**config.mk**
```make
export PLATFORM = sky130hd
export DESIGN_NAME = uart_tx_arbiter_flat
export DESIGN_NICKNAME = d
export VERILOG_FILES = /design/src/rtl/uart_pkg.sv /design/src/rtl/uart_tx_arbiter_if.sv /design/src/rtl/uart_rr_pick.sv /design/src/rtl/uart_tx_arbiter.sv /design/src/flat_wrapper.sv
export SDC_FILE = /design/constraint.sdc
export NUM_CORES = 1
export LEC_CHECK = 0
export ABC_CLOCK_PERIOD_IN_PS = 3400
export CAP_MARGIN = 10
export CORE_ASPECT_RATIO = 1.1
export CORE_MARGIN = 2
export CORE_UTILIZATION = 30
export DETAILED_ROUTE_END_ITERATION = 6
export PLACE_DENSITY = 0.68
export SKIP_LAST_GASP = 1
export SYNTH_ARGS = -nofsm -noshare
export SYNTH_HDL_FRONTEND = slang
export SYNTH_SLANG_ARGS = --single-unit
```
**constraint.sdc**
```tcl
create_clock -name clk -period 3.4 [get_ports clk]
set_clock_uncertainty 0.1 [all_clocks]
set_input_delay 0.51 -clock clk [delete_from_list [all_inputs] [get_ports clk]]
set_output_delay 0.51 -clock clk [all_outputs]
set_load 0.01 [all_outputs]
```
**src/rtl/uart_pkg.sv**
```systemverilog
// Shared types and constants for the UART transmit path and its round-robin arbiter.
// The packet-lock option is selected with the UART_ARB_LOCK_EN macro.
package uart_pkg;

    typedef enum logic [1:0] {
        IDLE,
        TRIG,
        WAIT_BSY,
        WAIT_DONE
    } arb_state_t;

    localparam int UART_BYTE_W  = 8;
    localparam int SYSCLOCK_MHZ = 27;
    localparam int BAUD_MBPS    = 1;
    localparam int CLKPERFRM    = 270;

    // Index reached by stepping 'off' places from 'base' around a ring of 'n' slots.
    function automatic int unsigned rr_wrap(int unsigned base, int unsigned off, int unsigned n);
        return (base + off) % n;
    endfunction

endpackage

```
**src/rtl/uart_tx_arbiter_if.sv**
```systemverilog
// Requester and transmitter handshake bundle for uart_tx_arbiter.
// req_last exists only when UART_ARB_LOCK_EN is defined.
interface uart_tx_arbiter_if #(
    parameter int NREQ = 4
);
    import uart_pkg::*;

    logic [NREQ-1:0]             req_valid;
    logic [NREQ*UART_BYTE_W-1:0] req_data;
    logic [NREQ-1:0]             req_ready;
`ifdef UART_ARB_LOCK_EN
    logic [NREQ-1:0]             req_last;
`endif
    logic                        send_trig;
    logic [UART_BYTE_W-1:0]      send_data;
    logic                        tx_bsy;

`ifdef UART_ARB_LOCK_EN
    modport slave (
        input  req_valid, req_data, req_last, tx_bsy,
        output req_ready, send_trig, send_data
    );
    modport master (
        output req_valid, req_data, req_last, tx_bsy,
        input  req_ready, send_trig, send_data
    );
`else
    modport slave (
        input  req_valid, req_data, tx_bsy,
        output req_ready, send_trig, send_data
    );
    modport master (
        output req_valid, req_data, tx_bsy,
        input  req_ready, send_trig, send_data
    );
`endif

endinterface

```
**src/rtl/uart_rr_pick.sv**
```systemverilog
// Combinational round-robin picker: first set request at or after ptr, wrapping.
module uart_rr_pick
    import uart_pkg::*;
#(
    parameter int NREQ = 4,
    parameter int IDXW = $clog2(NREQ)
) (
    input  logic [NREQ-1:0] req,
    input  logic [IDXW-1:0] ptr,
    output logic [NREQ-1:0] gnt_onehot,
    output logic [IDXW-1:0] gnt_idx,
    output logic            any
);

    // Scan from the farthest offset down so the nearest valid slot is written last.
    always_comb begin
        gnt_idx = '0;
        any     = 1'b0;
        for (int k = NREQ - 1; k >= 0; k--) begin
            if (req[rr_wrap(32'(ptr), 32'(k), 32'(NREQ))]) begin
                any     = 1'b1;
                gnt_idx = IDXW'(rr_wrap(32'(ptr), 32'(k), 32'(NREQ)));
            end
        end
    end

    for (genvar gi = 0; gi < NREQ; gi++) begin : g_onehot
        assign gnt_onehot[gi] = any && (gnt_idx == IDXW'(gi));
    end

endmodule

```
**src/rtl/uart_tx_arbiter.sv**
```systemverilog
// Round-robin arbiter sharing one uart_tx among NREQ byte producers, one frame at a time.
// Define UART_ARB_LOCK_EN to hold the grant on one requester until its req_last byte.
module uart_tx_arbiter
    import uart_pkg::*;
#(
    parameter int NREQ = 4,
    parameter int IDXW = $clog2(NREQ)
) (
    input  logic             clk,
    input  logic             rst,
    uart_tx_arbiter_if.slave bus,
    output logic [IDXW-1:0]  owner,
    output logic             busy
);

    arb_state_t             state_q, state_d;
    logic [IDXW-1:0]        rr_ptr_q, rr_ptr_d;
    logic [IDXW-1:0]        owner_q, owner_d;
    logic [UART_BYTE_W-1:0] send_data_q, send_data_d;

    logic [NREQ-1:0]        pick_req;
    logic [NREQ-1:0]        gnt_onehot;
    logic [IDXW-1:0]        gnt_idx;
    logic                   gnt_any;
    logic                   grant;
    logic [IDXW-1:0]        ptr_after_gnt;

`ifdef UART_ARB_LOCK_EN
    logic                   lock_act_q, lock_act_d;
    logic [IDXW-1:0]        lock_idx_q, lock_idx_d;
    logic [NREQ-1:0]        lock_mask;

    // While a packet is open only its owner reaches the picker.
    for (genvar gi = 0; gi < NREQ; gi++) begin : g_lock_mask
        assign lock_mask[gi] = !lock_act_q || (lock_idx_q == IDXW'(gi));
    end
    assign pick_req = bus.req_valid & lock_mask;
`else
    assign pick_req = bus.req_valid;
`endif

    uart_rr_pick #(
        .NREQ (NREQ),
        .IDXW (IDXW)
    ) u_pick (
        .req        (pick_req),
        .ptr        (rr_ptr_q),
        .gnt_onehot (gnt_onehot),
        .gnt_idx    (gnt_idx),
        .any        (gnt_any)
    );

    assign grant         = (state_q == IDLE) && !bus.tx_bsy && gnt_any;
    assign ptr_after_gnt = (gnt_idx == IDXW'(NREQ - 1)) ? '0 : gnt_idx + 1'b1;

    always_comb begin
        state_d       = state_q;
        rr_ptr_d      = rr_ptr_q;
        owner_d       = owner_q;
        send_data_d   = send_data_q;
        bus.req_ready = '0;
`ifdef UART_ARB_LOCK_EN
        lock_act_d    = lock_act_q;
        lock_idx_d    = lock_idx_q;
`endif
        case (state_q)
            IDLE: begin
                if (grant) begin
                    bus.req_ready = gnt_onehot;
                    send_data_d   = bus.req_data[UART_BYTE_W*gnt_idx +: UART_BYTE_W];
                    owner_d       = gnt_idx;
                    state_d       = TRIG;
`ifdef UART_ARB_LOCK_EN
                    lock_idx_d    = gnt_idx;
                    if (bus.req_last[gnt_idx]) begin
                        lock_act_d = 1'b0;
                        rr_ptr_d   = ptr_after_gnt;
                    end else begin
                        lock_act_d = 1'b1;
                    end
`else
                    rr_ptr_d      = ptr_after_gnt;
`endif
                end
            end
            TRIG:      state_d = WAIT_BSY;
            // Without a timeout, a transmitter that never asserts busy parks us here.
            WAIT_BSY:  if (bus.tx_bsy)  state_d = WAIT_DONE;
            WAIT_DONE: if (!bus.tx_bsy) state_d = IDLE;
            default:   state_d = IDLE;
        endcase
    end

    always_ff @(posedge clk or posedge rst) begin
        if (rst) begin
            state_q     <= IDLE;
            rr_ptr_q    <= '0;
            owner_q     <= '0;
            send_data_q <= '0;
`ifdef UART_ARB_LOCK_EN
            lock_act_q  <= 1'b0;
            lock_idx_q  <= '0;
`endif
        end else begin
            state_q     <= state_d;
            rr_ptr_q    <= rr_ptr_d;
            owner_q     <= owner_d;
            send_data_q <= send_data_d;
`ifdef UART_ARB_LOCK_EN
            lock_act_q  <= lock_act_d;
            lock_idx_q  <= lock_idx_d;
`endif
        end
    end

    assign bus.send_trig = (state_q == TRIG);
    assign bus.send_data = send_data_q;
    assign owner         = owner_q;
    assign busy          = (state_q != IDLE);

endmodule
```
**src/flat_wrapper.sv**
```systemverilog
// flat-port wrapper written by rule: the top's interface ports become plain ports
module uart_tx_arbiter_flat import uart_pkg::*;
#(
    parameter int NREQ = 4,
    parameter int IDXW = $clog2(NREQ)
)
  (clk, rst, owner, busy, bus_req_valid, bus_req_data, bus_tx_bsy, bus_req_ready, bus_send_trig, bus_send_data);
  uart_tx_arbiter_if #(.NREQ(NREQ)) bus_i ();
  input  logic clk;
  input  logic rst;
  output logic [IDXW-1:0] owner;
  output logic busy;
  input wire logic [$bits(bus_i.req_valid)-1:0] bus_req_valid;
  input wire logic [$bits(bus_i.req_data)-1:0] bus_req_data;
  input wire logic [$bits(bus_i.tx_bsy)-1:0] bus_tx_bsy;
  output wire logic [$bits(bus_i.req_ready)-1:0] bus_req_ready;
  output wire logic [$bits(bus_i.send_trig)-1:0] bus_send_trig;
  output wire logic [$bits(bus_i.send_data)-1:0] bus_send_data;
  assign bus_i.req_valid = bus_req_valid;
  assign bus_i.req_data = bus_req_data;
  assign bus_i.tx_bsy = bus_tx_bsy;
  assign bus_req_ready = bus_i.req_ready;
  assign bus_send_trig = bus_i.send_trig;
  assign bus_send_data = bus_i.send_data;
  uart_tx_arbiter #(.NREQ(NREQ), .IDXW(IDXW)) u_core (.clk(clk), .rst(rst), .bus(bus_i), .owner(owner), .busy(busy));
endmodule
```
==> run_summary.xml <==
<?xml version="1.0" encoding="UTF-8"?>
<metrics>
  <group name="clocking">
    <metric name="cts_root_buf" unit="">clkbuf_4</metric>
    <metric name="cts.clk_slew.worst_paths" unit="ps">90</metric>
    <metric name="clk_latency_worst_skew_pair" unit="ps">280</metric>
    <metric name="cts-resized-gates" unit="">0</metric>
    <metric name="post_cts_hold_buffer_count" unit="">0</metric>
    <metric name="tritoncts_buffer_count" unit="">3</metric>
    <metric name="cts_setup_buffers" unit="">0</metric>
    <metric name="cts.sinks" unit="">14</metric>
    <metric name="clock_tree.buffer_depth" unit="">2</metric>
    <metric name="cts.htree.levels" unit="">1</metric>
    <metric name="cts_tree" unit="">built</metric>
  </group>
  <group name="finish">
    <metric name="area.sequential" unit="sq um">350</metric>
    <metric name="layout-drive-gt1-share" unit="%">8.28</metric>
    <metric name="finalInstanceArea" unit="sq um">1670</metric>
    <metric name="antenna_cells" unit="">0</metric>
    <metric name="area_delta_synth_final" unit="%">56.8</metric>
    <metric name="fin_nets" unit="">216</metric>
    <metric name="fill_cell_total_of_the_finished_layout" unit="">353</metric>
    <metric name="multi_input_comb_area" unit="sq um">623</metric>
  </group>
  <group name="floorplanning">
    <metric name="boundaryPins" unit="">55</metric>
    <metric name="effective_utilization_at_floorplan" unit="%">31.7</metric>
    <metric name="die_area" unit="sq um">4050</metric>
    <metric name="die-height" unit="um">66.5</metric>
    <metric name="width_of_the_chip" unit="um">60.8</metric>
    <metric name="rows" unit="">22</metric>
    <metric name="area_of_the_core" unit="sq um">3360</metric>
  </group>
  <group name="placed_design">
    <metric name="routability_congestion_estimate_from_global_placement" unit="">0.770</metric>
    <metric name="i_o_buffers" unit="">54</metric>
    <metric name="place.detailed.hpwl" unit="um">2470</metric>
    <metric name="dpl-instance-area" unit="sq um">1650</metric>
  </group>
  <group name="power_and_ir_drop">
    <metric name="total_leakage_power" unit="nW">0.703</metric>
    <metric name="power-per-cell-area" unit="nW/um^2">650</metric>
    <metric name="max-vdd-ir-drop" unit="mV">0.423</metric>
  </group>
  <group name="worst_setup_path">
    <metric name="worst-endpoint-required" unit="ps">2790</metric>
    <metric name="ff_to_ff_start" unit="">u_core.state_q[0]</metric>
    <metric name="critPathKind" unit="">primary input to output pin</metric>
    <metric name="worst_setup_path_end_kind" unit="">output pin</metric>
    <metric name="register_to_register_path_depth" unit="">7</metric>
    <metric name="cp_arrival" unit="ps">2670</metric>
    <metric name="worstPathMaxFanout" unit="">7</metric>
    <metric name="worst_r2r_endpoint" unit="">u_core.state_q[1]</metric>
    <metric name="critical_path.startpoint_type" unit="">primary input</metric>
    <metric name="regToRegSetupSlack" unit="ps">970</metric>
  </group>
  <group name="yosys">
    <metric name="postSynth.topFlopCell" unit="">dfrtp_1</metric>
    <metric name="synth_nets" unit="">160</metric>
    <metric name="synth_area_per_cell" unit="sq um">9.27</metric>
    <metric name="synth_top_area_share" unit="%">32.9</metric>
    <metric name="netlist_area" unit="sq um">1070</metric>
    <metric name="yosys.cell_count.top_type" unit="">dfrtp_1</metric>
    <metric name="yosys-top-cells-area" unit="">dfrtp_1 (33%), mux2i_1 (8.5%), ha_1 (7.0%), a211o_1 (6.6%), o311ai_1 (4.9%)</metric>
    <metric name="ys_top_cells_by_count" unit="">dfrtp_1 (14), nand2_1 (11), mux2i_1 (9), o21ai_0 (9)</metric>
    <metric name="yosysUniqueCellTypes" unit="">31</metric>
    <metric name="ys_ff_latch" unit="">14</metric>
    <metric name="synth_top_cell_by_area" unit="">dfrtp_1</metric>
    <metric name="yosys_warnings" unit="">0</metric>
    <metric name="synth_async_sr_flop_share" unit="%">100</metric>
    <metric name="synth_cells" unit="">115</metric>
    <metric name="seq_area_frac_synth" unit="%">32.9</metric>
    <metric name="synth-edff-count" unit="">0</metric>
  </group>
  <group name="route">
    <metric name="ant_nets" unit="">0</metric>
    <metric name="vias" unit="">1086</metric>
    <metric name="detail_route.drc_violations" unit="">0</metric>
    <metric name="drt_wl_total" unit="um">3240</metric>
    <metric name="wire_per_inst" unit="um">14.9</metric>
    <metric name="via_per_instance_ratio" unit="">5.00</metric>
    <metric name="detail_route.iter0.violations" unit="">51</metric>
    <metric name="drt_pass1_iterations" unit="">4</metric>
  </group>
  <group name="timing">
    <metric name="period_needed" unit="ps">3280</metric>
    <metric name="final.setup.tns" unit="ps">0</metric>
    <metric name="final_hold_viol_count" unit="">0</metric>
    <metric name="achievable-frequency" unit="MHz">305</metric>
    <metric name="post-route-period-util" unit="%">96.4</metric>
    <metric name="setup_viol" unit="">0</metric>
    <metric name="timing_worst_slew_pin_value" unit="ps">657</metric>
    <metric name="grt_setup_unrepaired" unit="">no</metric>
    <metric name="relSlewSlack" unit="%">56.2</metric>
    <metric name="drv_slew" unit="">0</metric>
  </group>
  <group name="global_route">
    <metric name="pin_count_of_the_biggest_net_entering_global_routing" unit="">32</metric>
    <metric name="grt_pass1_vias" unit="">1135</metric>
    <metric name="global_route.usage.total" unit="%">16.4</metric>
    <metric name="grt_pass1_wl" unit="um">5000</metric>
    <metric name="grt_antenna_before_repair" unit="">0</metric>
    <metric name="gr-total-overflow" unit="">0</metric>
  </group>
  <group name="flow_run">
    <metric name="max_cap_violations" unit="">0</metric>
  </group>
  <group name="worst_hold_path">
    <metric name="timing.hold.worst.class" unit="">flip-flop to flip-flop</metric>
    <metric name="hold_path_depth" unit="">1</metric>
    <metric name="holdCritStartpoint" unit="">u_core.owner[0]</metric>
    <metric name="hold_path_end" unit="">u_core.owner[0]</metric>
  </group>
  <group name="status">
    <metric name="result_of_the_run" unit="">completed</metric>
  </group>
</metrics>
## how the worst max path moves through the flow
stage                       from               end  slack (ps)  cells past startpoint
2_1_floorplan  u_core.state_q[0]  bus_req_ready[0]         910                      8
3_3_place_gp    bus_req_valid[1]  bus_req_ready[1]         290                      7
3_5_place_dp    bus_req_valid[1]  bus_req_ready[1]         190                      7
4_1_cts         bus_req_valid[1]  bus_req_ready[1]         190                      7
5_1_grt         bus_req_valid[1]  bus_req_ready[1]          70                      7
6_report        bus_req_valid[1]  bus_req_ready[1]         120                      7
## final cells by class
cell class / instances / area share, %
Clock buffer: 3 / 1.35
Multi-Input combinational cell: 84 / 37.3
Tap cell: 48 / 3.59
Timing Repair Buffer: 60 / 35.0
Inverter: 8 / 1.80
Sequential cell: 14 / 21.0
## per-stage QoR
step	util [%]	std cells	hold slack, ps	setup WS, ps	power, W
floorplan	-	115	299	909	0.000722
global placement	49.1	214	362	288	0.000962
detailed placement	49.1	214	375	193	0.000993
CTS	49.8	217	394	189	0.00109
global route	49.8	217	425	70.8	0.00117
finish	49.8	217	386	123	0.00109
## critical path, cell delays in order
cell and delay, ps:
clkdlybuf4s50_1 530, a21boi_0 310, o22a_1 270, nand2_4 90, buf_4 190, nor3_1 200
clkdlybuf4s50_1 570
## cells by family (layout without fill, tap and decap cells)
logic type                 after synthesis  count (layout)  synth area share (%)
AOI/OAI and AO/OA                       34              34                  25.1
adders and majority gates                6               6                  7.04
buffers and inverters                   17              71                  8.69
DFF                                     14              14                  32.9
muxes                                   11              11                  10.9
and+or+nand+nor                         33              33                  15.4
## sequential cells by signal (all words and copies together) (netlist names)
name,count
u_core.bus.send_data,8
u_core.owner,2
u_core.rr_ptr_q,2
u_core.state_q,2
## layer usage
layer	vias to the layer above	GRT usage (%)	part of all wire, %
li1	533	-	-
met1	509	20.4	45
met2	40	27.2	48
met3	4	3.50	6.5
met4	0	6.79	1.1
met5	-	0	0
## power breakdown
group,switching [W],internal (W)
logic,0.000324,0.000356
registers,0.0000603,0.000247
clock network,0.0000572,0.0000412
## cell usage in the layout, fill, tap and decap left out
cell / Yosys / routed
a211o_1: 8 / 8
a21boi_0: 1 / 1
a21o_1: 1 / 1
a21oi_1: 2 / 2
a221o_1: 2 / 2
buf_4: 0 / 6
clkbuf_4: 0 / 3
clkdlybuf4s50_1: 0 / 54
dfrtp_1: 14 / 14
ha_1: 6 / 6
inv_1: 8 / 8
mux2_2: 1 / 1
mux2_4: 1 / 1
mux2i_1: 9 / 9
nand2_1: 11 / 11
nand2_4: 1 / 1
nand2b_1: 1 / 1
nand3_1: 8 / 8
nor2_1: 2 / 2
nor2b_1: 4 / 4
nor3_1: 4 / 4
nor4_1: 1 / 1
o21ai_0: 9 / 9
o21bai_1: 1 / 1
o22a_1: 1 / 1
o22ai_1: 1 / 1
o311ai_1: 6 / 6
o311ai_2: 2 / 2
or3_1: 1 / 1
(Power assumes the default switching activity.)
